`src/rtl/alu_arbiter_if.sv`:
```
// One requester's link to the shared ALU: operands plus a valid/ready handshake.
// The requester drives valid/a/b/op and holds them stable until it sees ready.
interface alu_arbiter_if #(
   parameter int DATA_W = 32,
   parameter int OP_W   = 3
);
   logic              valid;
   logic              ready;
   logic [DATA_W-1:0] a;
   logic [DATA_W-1:0] b;
   logic [OP_W-1:0]   op;

   modport master (output valid, output a, output b, output op, input ready);
   modport slave  (input valid, input a, input b, input op, output ready);
endinterface

```
`src/rtl/alu_arbiter.sv`:
```
// Round-robin share of one combinational ALU between two requesters; the result shows up one cycle after the grant.
// A full response buffer that is not being drained holds both readies low; draining it and reloading it happen in the same cycle.
module alu_arbiter #(
   parameter int DATA_W   = 32,
   parameter int OP_W     = 3,
   parameter int STATUS_W = 3
) (
   input  logic                clk,
   input  logic                rst_n,
   alu_arbiter_if.slave        req0,
   alu_arbiter_if.slave        req1,
   output logic [DATA_W-1:0]   alu_a,
   output logic [DATA_W-1:0]   alu_b,
   output logic [OP_W-1:0]     alu_op,
   input  logic [DATA_W-1:0]   alu_out,
   input  logic [STATUS_W-1:0] alu_status,
   output logic                rsp_valid,
   input  logic                rsp_ready,
   output logic [DATA_W-1:0]   rsp_out,
   output logic [STATUS_W-1:0] rsp_status,
   output logic                rsp_id
);

   typedef enum logic {IDLE, FULL} state_t;

   state_t state_q, state_d;
   logic   rr_ptr_q;
   logic   can_issue;
   logic   gnt0, gnt1, gnt_any, winner;

   always_comb begin
      can_issue = 1'b0;
      gnt0      = 1'b0;
      gnt1      = 1'b0;
      alu_a     = '0;
      alu_b     = '0;
      alu_op    = '0;
      state_d   = state_q;

      // Readies stay low during reset so nothing is accepted and then dropped.
      can_issue = rst_n & ((state_q == IDLE) | rsp_ready);
      if (can_issue) begin
         if (req0.valid & req1.valid) begin
            gnt0 = ~rr_ptr_q;
            gnt1 = rr_ptr_q;
         end else begin
            gnt0 = req0.valid;
            gnt1 = req1.valid;
         end
      end
      gnt_any = gnt0 | gnt1;
      winner  = gnt1;

      if (gnt0) begin
         alu_a  = req0.a;
         alu_b  = req0.b;
         alu_op = req0.op;
      end else if (gnt1) begin
         alu_a  = req1.a;
         alu_b  = req1.b;
         alu_op = req1.op;
      end

      if (gnt_any) begin
         state_d = FULL;
      end else if ((state_q == FULL) && rsp_ready) begin
         state_d = IDLE;
      end
   end

   assign req0.ready = gnt0;
   assign req1.ready = gnt1;
   assign rsp_valid  = (state_q == FULL);

   always_ff @(posedge clk) begin
      if (!rst_n) begin
         state_q    <= IDLE;
         rr_ptr_q   <= 1'b0;
         rsp_out    <= '0;
         rsp_status <= '0;
         rsp_id     <= 1'b0;
      end else begin
         state_q <= state_d;
         // Pointer moves only on a grant, so a lone requester cannot bank turns.
         if (gnt_any) begin
            rsp_out    <= alu_out;
            rsp_status <= alu_status;
            rsp_id     <= winner;
            rr_ptr_q   <= ~winner;
         end
      end
   end

endmodule

```
`src/flat_wrapper.sv`:
```
// flat-port wrapper written by rule: the top's interface ports become plain ports
module alu_arbiter_flat 
#(
   parameter int DATA_W   = 32,
   parameter int OP_W     = 3,
   parameter int STATUS_W = 3
)
  (clk, rst_n, alu_a, alu_b, alu_op, alu_out, alu_status, rsp_valid, rsp_ready, rsp_out, rsp_status, rsp_id, req0_valid, req0_a, req0_b, req0_op, req0_ready, req1_valid, req1_a, req1_b, req1_op, req1_ready);
  alu_arbiter_if #(.DATA_W(DATA_W), .OP_W(OP_W)) req0_i ();
  alu_arbiter_if #(.DATA_W(DATA_W), .OP_W(OP_W)) req1_i ();
  input  logic clk;
  input  logic rst_n;
  output logic [DATA_W-1:0] alu_a;
  output logic [DATA_W-1:0] alu_b;
  output logic [OP_W-1:0] alu_op;
  input  logic [DATA_W-1:0] alu_out;
  input  logic [STATUS_W-1:0] alu_status;
  output logic rsp_valid;
  input  logic rsp_ready;
  output logic [DATA_W-1:0] rsp_out;
  output logic [STATUS_W-1:0] rsp_status;
  output logic rsp_id;
  input wire logic [$bits(req0_i.valid)-1:0] req0_valid;
  input wire logic [$bits(req0_i.a)-1:0] req0_a;
  input wire logic [$bits(req0_i.b)-1:0] req0_b;
  input wire logic [$bits(req0_i.op)-1:0] req0_op;
  output wire logic [$bits(req0_i.ready)-1:0] req0_ready;
  input wire logic [$bits(req1_i.valid)-1:0] req1_valid;
  input wire logic [$bits(req1_i.a)-1:0] req1_a;
  input wire logic [$bits(req1_i.b)-1:0] req1_b;
  input wire logic [$bits(req1_i.op)-1:0] req1_op;
  output wire logic [$bits(req1_i.ready)-1:0] req1_ready;
  assign req0_i.valid = req0_valid;
  assign req0_i.a = req0_a;
  assign req0_i.b = req0_b;
  assign req0_i.op = req0_op;
  assign req0_ready = req0_i.ready;
  assign req1_i.valid = req1_valid;
  assign req1_i.a = req1_a;
  assign req1_i.b = req1_b;
  assign req1_i.op = req1_op;
  assign req1_ready = req1_i.ready;
  alu_arbiter #(.DATA_W(DATA_W), .OP_W(OP_W), .STATUS_W(STATUS_W)) u_core (.clk(clk), .rst_n(rst_n), .req0(req0_i), .req1(req1_i), .alu_a(alu_a), .alu_b(alu_b), .alu_op(alu_op), .alu_out(alu_out), .alu_status(alu_status), .rsp_valid(rsp_valid), .rsp_ready(rsp_ready), .rsp_out(rsp_out), .rsp_status(rsp_status), .rsp_id(rsp_id));
endmodule
```
`config.mk`:
```
export PLATFORM = sky130hd
export DESIGN_NAME = alu_arbiter_flat
export DESIGN_NICKNAME = d
export VERILOG_FILES = /design/src/rtl/alu_arbiter_if.sv /design/src/rtl/alu_arbiter.sv /design/src/flat_wrapper.sv
export SDC_FILE = /design/constraint.sdc
export NUM_CORES = 1
export LEC_CHECK = 0
export ABC_AREA = 1
export CORE_MARGIN = 5
export CORE_UTILIZATION = 25
export CTS_CLUSTER_DIAMETER = 30
export CTS_CLUSTER_SIZE = 24
export DETAILED_ROUTE_END_ITERATION = 8
export GPL_ROUTABILITY_DRIVEN = 0
export PLACE_DENSITY_LB_ADDON = 0.2
export SLEW_MARGIN = 20
export SYNTH_ARGS = -nofsm -noshare
export SYNTH_HDL_FRONTEND = slang
export SYNTH_SLANG_ARGS = --single-unit
```
`constraint.sdc`:
```
create_clock -name clk -period 1.8 [get_ports clk]
set_clock_uncertainty 0.15 [all_clocks]
set_input_delay 0.45 -clock clk [delete_from_list [all_inputs] [get_ports clk]]
set_output_delay 0.45 -clock clk [all_outputs]
set_load 0.02 [all_outputs]
```
==> metrics.yaml <==
fmax_mhz: 456
dp_hpwl_microns: 10100
regToRegStartpoint: "u_core.rsp_valid"
drtIter0Drc: 198
syn-mean-instance-area_sq_um: 5.27
syn_to_final_growth_pct: 174
insertion_delay_ns: 0.28
regToRegSetupSlack_ns: 0.06
power_w: 0.00330
vias: 3862
cpMostUsedCell: "buf_6"
violations: "negative setup slack"
finalSetupTns_ns: -23.33
grt_use_met2_pct: 39.7
synth_area_sq_um: 2400
startpoint_type: "flip-flop"
yosysMostFrequentCell: "nand2_1"
synthesis.nets: 629
worst-endpoint-arrival_ns: 1.59
cts.clk_slew.worst_paths_ns: 0.07
status: "finished, violations left"
grt_busiest_layer: "met2"
reg2reg_depth: 11
drive_gt1_share_pct: 31.3
crit_chain: "nand2_8 -> nand3_4 -> a21oi_4 -> buf_6 -> buf_6 -> buf_12 -> nand2_1 -> nand2_1 -> buf_6"
die_y_microns: 108
numClockSinks: 38
p_leak_nw: 3.40
yosysSeqAreaShare_pct: 31.7
hold_violations: 0
core.rowCount: 35
slew_headroom_pct: 75.0
htree_levels: 2
ir_drop_v: 0.000515
drv_cap: 0
dr.pass1.iters: 4
synth_ff_type: "dfxtp_1"
ios: 280
setup_viol: 69
ys_ff_latch: 38
synth-edff-count: 0
clockRootBuffer: "clkbuf_8"
critPathCaptureType: "primary output"
synth_top_area_cell: "nand2_1"
synth.area.top_cells: "nand2_1 (43%), dfxtp_1 (32%), nor2_1 (11%), inv_1 (5.9%), buf_2 (2.1%)"
crit_type: "flip-flop to primary output"
cts_tree: "done"
layout_min_cycle_time_ns: 2.19
antenna_cells: 0
clockBufferDepth: 2
antenna_found_initial: 0
nNetsFinal: 937
grt_max_degree: 36
slew_viol_final: 0
worst_pin_slew_ns: 0.375
rsz0062_at_grt: "true"
crit_end: "alu_a[8]"
required_ns: 1.20
ant_nets: 0
fin_ws_ns: -0.394
synth_cell_types: 16
syn_inst: 455
hold_buffers: 0
coreArea_sq_um: 9280
use_met3_pct: 6.84
period_share_pct: 122
grt_pass1_wl_microns: 20000
die_area_sq_um: 11600
io_buffers: 279
avgRoutedWirePerCell_microns: 16.1
routed_wl_microns: 14400
avgViaCountPerCell: 4.33
drc_errors: 0
track_usage_pct: 21.5
powerDensity_nw_per_um2: 503
reg2reg_to: "u_core.rr_ptr_q"
die_x_microns: 108
yosysTopAreaCellShare_pct: 42.9
synth_common_cells: "nand2_1 (274), nor2_1 (70), dfxtp_1 (38), inv_1 (38), buf_2 (10)"
startpoint: "u_core.rsp_valid"
async_reset_ff_share_pct: 0
critical_path.slowest_cell: "dfxtp_4"
worstPathMaxFanout: 5
holdCritPathClass: "flip-flop to flip-flop"
grtUsageMet1_pct: 22.9
grt_pass1_vias: 3777
initial_core_util_pct: 25.8
cts-buffers-inserted: 5
yosys_warnings: 0
grt_overflow: 0
max_stage_delay_ns: 0.37
[metal layers]
layer	routed length [microns]	vias to the layer above
met5	0	-
met4	565	0
met3	1320	39
met2	7440	176
met1	5060	1715
li1	-	1932
[through the flow]
step	setup WS, ns	hold WS [ns]	instances	util, %	cell area (sq um)
6_report	-0.394	0.322	892	70.7	6560
3_5_place_dp	-1.26	0.307	858	61.0	5670
3_3_place_gp	-1.25	0.306	858	61.0	5670
2_1_floorplan	-0.0165	0.326	455	-	2650
5_1_grt	-0.491	0.343	892	70.7	6560
4_1_cts	-0.432	0.319	889	65.7	6100
[kinds of logic after synthesis]
logic type             synth area share, %
AOI/OAI and AO/OA                     1.51
and+or+nand+nor                       55.0
buffers and inverters                 11.8
DFF                                   31.7
[power by group]
group	internal, W	leakage (nW)	switching [W]
clock network	0.000443	0.0573	0.000291
logic	0.000876	3.02	0.000744
registers	0.000910	0.316	0.0000319
[worst max-delay path: cells and delay by family, from the launching register on]
family | cells | cell delay (ns)
buffers and inverters | 4 | 0.51
flip-flops | 1 | 0.37
AO/OA/AOI/OAI | 1 | 0.14
AND/OR/NAND/NOR | 4 | 0.29
[repair_timing]
action,4_1_cts,5_1_grt
gates cloned,7,8
pin swaps,9,31
buffers inserted,19,4
setup endpoints to repair,106,71
gates resized for setup,448,115
[how the worst min path moves through the flow]
stage | start | to | slack, ns | cells past startpoint
2_1_floorplan | u_core.rr_ptr_q | u_core.rr_ptr_q | 0.33 | 2
3_5_place_dp | u_core.rr_ptr_q | u_core.rr_ptr_q | 0.31 | 2
3_3_place_gp | u_core.rr_ptr_q | u_core.rr_ptr_q | 0.31 | 2
5_1_grt | u_core.rr_ptr_q | u_core.rr_ptr_q | 0.34 | 2
6_report | u_core.rr_ptr_q | u_core.rr_ptr_q | 0.32 | 2
4_1_cts | u_core.rr_ptr_q | u_core.rr_ptr_q | 0.32 | 2
[area by class of cell]
| type | instances | area (sq um) |
|---|---|---|
| Timing Repair Buffer | 325 | 3480 |
| Fill cell | 769 | 2720 |
| Multi-Input combinational cell | 353 | 1850 |
| Sequential cell | 38 | 766 |
| Inverter | 39 | 173 |
| Tap cell | 129 | 161 |
| Clock buffer | 6 | 82.6 |
| Clock inverter | 1 | 30.0 |
| Timing Repair inverter | 1 | 11.3 |
[sequential cells by signal, indices dropped and copies added (netlist names)]
signal,flops
u_core.rr_ptr_q,1
u_core.rsp_id,1
u_core.rsp_out,32
u_core.rsp_status,3
u_core.rsp_valid,1
[cell usage in the layout, fill, tap and decap left out, types with 2 or more instances in the layout]
cell and n:
nor2_1 70, clkdlybuf4s15_2 2, dfxtp_1 36, buf_8 2
clkdlybuf4s50_1 169, dlygate4sd2_1 37, nand2_1 171, buf_6 54
nand2_2 63, clkbuf_16 7, nand3_1 2, buf_4 37
clkbuf_8 6, buf_16 4, nand2_4 39, a21oi_2 2
inv_1 37, buf_12 12
No activity file was read; power rests on OpenSTA's default activity.
==> edit (same settings) <==
Register the output `rsp_status` once more, without a reset; this adds one clock of latency there. The other outputs are not delayed to match.
--- a/src/rtl/alu_arbiter.sv
+++ b/src/rtl/alu_arbiter.sv
@@ -22,6 +22,8 @@
 );
 
    typedef enum logic {IDLE, FULL} state_t;
+
+   logic [STATUS_W-1:0] rsp_status_s0;
 
    state_t state_q, state_d;
    logic   rr_ptr_q;
@@ -77,19 +79,23 @@
          state_q    <= IDLE;
          rr_ptr_q   <= 1'b0;
          rsp_out    <= '0;
-         rsp_status <= '0;
+         rsp_status_s0 <= '0;
          rsp_id     <= 1'b0;
       end else begin
          state_q <= state_d;
          // Pointer moves only on a grant, so a lone requester cannot bank turns.
          if (gnt_any) begin
             rsp_out    <= alu_out;
-            rsp_status <= alu_status;
+            rsp_status_s0 <= alu_status;
             rsp_id     <= winner;
             rr_ptr_q   <= ~winner;
          end
       end
    end
 
+   always_ff @(posedge clk) begin
+      rsp_status <= rsp_status_s0;
+   end
+
 endmodule
 
Check against the original RTL: not equivalent (a bounded check fails within 4 cycles, from zero or initial values and one cycle with rst_n low).
==> edit against the original RTL <==
The flow still finishes with violations (negative setup slack). First-iteration DRC count rose by 20%. Sequential share of layout area rose by 0.13 points. Synthesized area rose by 2.5%. Design area rose by 6.6%. Setup slack got worse by 0.12 ns. Hold slack got worse by 0.13 ns. Non-clock buffer count rose by 11. Count of clock-buffer cells in the layout fell by 1. Sequential cell count rose by 3. Cell count rose by 2.2%. Critical path depth rose by 4. Power rose by 2.8%. Wire length rose by 14%.
==> edit: results (changes against the original RTL) <==
[run_status]
outcome = finished, violations left
violations = negative setup slack

[critical_path]
path_class = in -> out
startpoint = rsp_ready
endpoint = alu_b[15]
arrival_ns = 1.71  ; +0.12 ns

[global_routing]
track_usage = 0.235  ; +0.0194
grt_pass1_vias = 4023  ; +6.5%
antenna_found_initial = 1  ; +1
grt_pass1_wl_mm = 21.6  ; +8.1%

[synth]
ys_top_cells_by_area = nand2_1 42%, dfxtp_1 33%, nor2_1 11%, inv_1 5.8%, buf_2 2.0%
syn_nets = 632  ; +0.48%
yosysSeqAreaShare = 0.334  ; +0.0167
synth_commonest_cells = 274 x nand2_1, 70 x nor2_1, 41 x dfxtp_1
synth_compound_area_frac = 0.0148  ; -0.000370
synthCells = 458  ; +0.66%

[layout]
final_nets = 950  ; +1.4%
top_regs = u_core.rsp_out (32), u_core.rsp_status (3), u_core.rsp_status_s0 (3)
layout-drive-gt1-share = 0.355  ; +0.0420
fillers = 686  ; -11%

[routing]
drt_iter0_markers = 237  ; +20%
wl_per_cell_um = 18.0  ; +11%
routed-via-count = 4104  ; +6.3%

[placement]
place_hpwl_mm = 10.1  ; -0.57%

[cts]
clk_pin_slew_ns = 0.09  ; +0.02 ns

[timing]
worst_pin_slew_ns = 0.415  ; +0.0402 ns
setup_viol = 69  ; unchanged
fin_ws_ns = -0.512  ; -0.119 ns

[pwr]
p_leak_nw = 3.62  ; +6.7%
vdd_ir_drop_max_mv = 0.639  ; +24%

-- edit: kinds of logic (layout without fill, tap and decap cells) --
family | count (synthesis) | after routing
and+or+nand+nor | 348 | 348
other | 0 | 2
buffers and inverters | 64 | 383
AOI/OAI and AO/OA | 5 | 5
DFF | 41 | 41
-- edit: cell type report --
class                           instances  area share
Antenna cell                            2    0.000715
Clock inverter                          3     0.00304
Sequential cell                        41       0.118
Timing Repair Buffer                  336       0.533
Inverter                               39      0.0227
Clock buffer                            5     0.00984
Multi-Input combinational cell        353       0.289
Tap cell                              133      0.0238
-- edit: power by group --
group	switching, mW	total, mW	internal, mW
registers	0.0326	1.01	0.982
clock network	0.332	0.607	0.275
logic	0.822	1.77	0.944
total	1.19	3.39	2.20
-- edit: timing repair --
action / 4_1_cts / 5_1_grt
gates cloned: 11 / 3
endpoints found under the setup margin: 106 / 71
hold endpoints to repair: 0 / 0
pin swaps: 31 / 36
resized for setup: 560 / 83
buffers inserted: 24 / 11
-- edit: worst min-delay path by stage --
stage | depth (start not counted) | slack [ns] | to
floorplan | 0 | 0.18 | u_core.rsp_status[0]
global placement | 0 | 0.18 | u_core.rsp_status[2]
detailed placement | 0 | 0.19 | u_core.rsp_status[0]
CTS | 0 | 0.20 | u_core.rsp_status[2]
global route | 0 | 0.20 | u_core.rsp_status[2]
finish | 0 | 0.20 | u_core.rsp_status[2]
-- edit: critical path, stage by stage --
cell and delay (ns):
buf_6 0.09, buf_6 0.12, inv_12 0.05, nand2_8 0.05
nand4_1 0.12, inv_2 0.09, buf_12 0.13, buf_12 0.11
buf_8 0.11, buf_6 0.13, nand2_2 0.07, nand2_2 0.06
buf_6 0.13
-- edit: metrics by stage --
step / TNS, ns / area [um2] / power, mW / setup slack [ns] / hold WS (ns)
finish: -30.18 / 7000 / 3.39 / -0.512 / 0.197
global route: -36.04 / 6990 / 3.56 / -0.587 / 0.200
CTS: -28.24 / 6680 / 3.31 / -0.463 / 0.195
detailed placement: -94.02 / 5700 / 2.45 / -1.30 / 0.190
global placement: -92.36 / 5700 / 2.43 / -1.29 / 0.183
floorplan: -0.154 / 2710 / 1.62 / -0.0165 / 0.181
-- edit: metal layers --
metal | up-vias | part of all wire | track usage
li1 | 1973 | - | -
met4 | 2 | 0.042 | 0.0875
met1 | 1866 | 0.35 | 0.247
met3 | 54 | 0.097 | 0.0882
met5 | - | 0.00079 | 0
met2 | 209 | 0.51 | 0.423
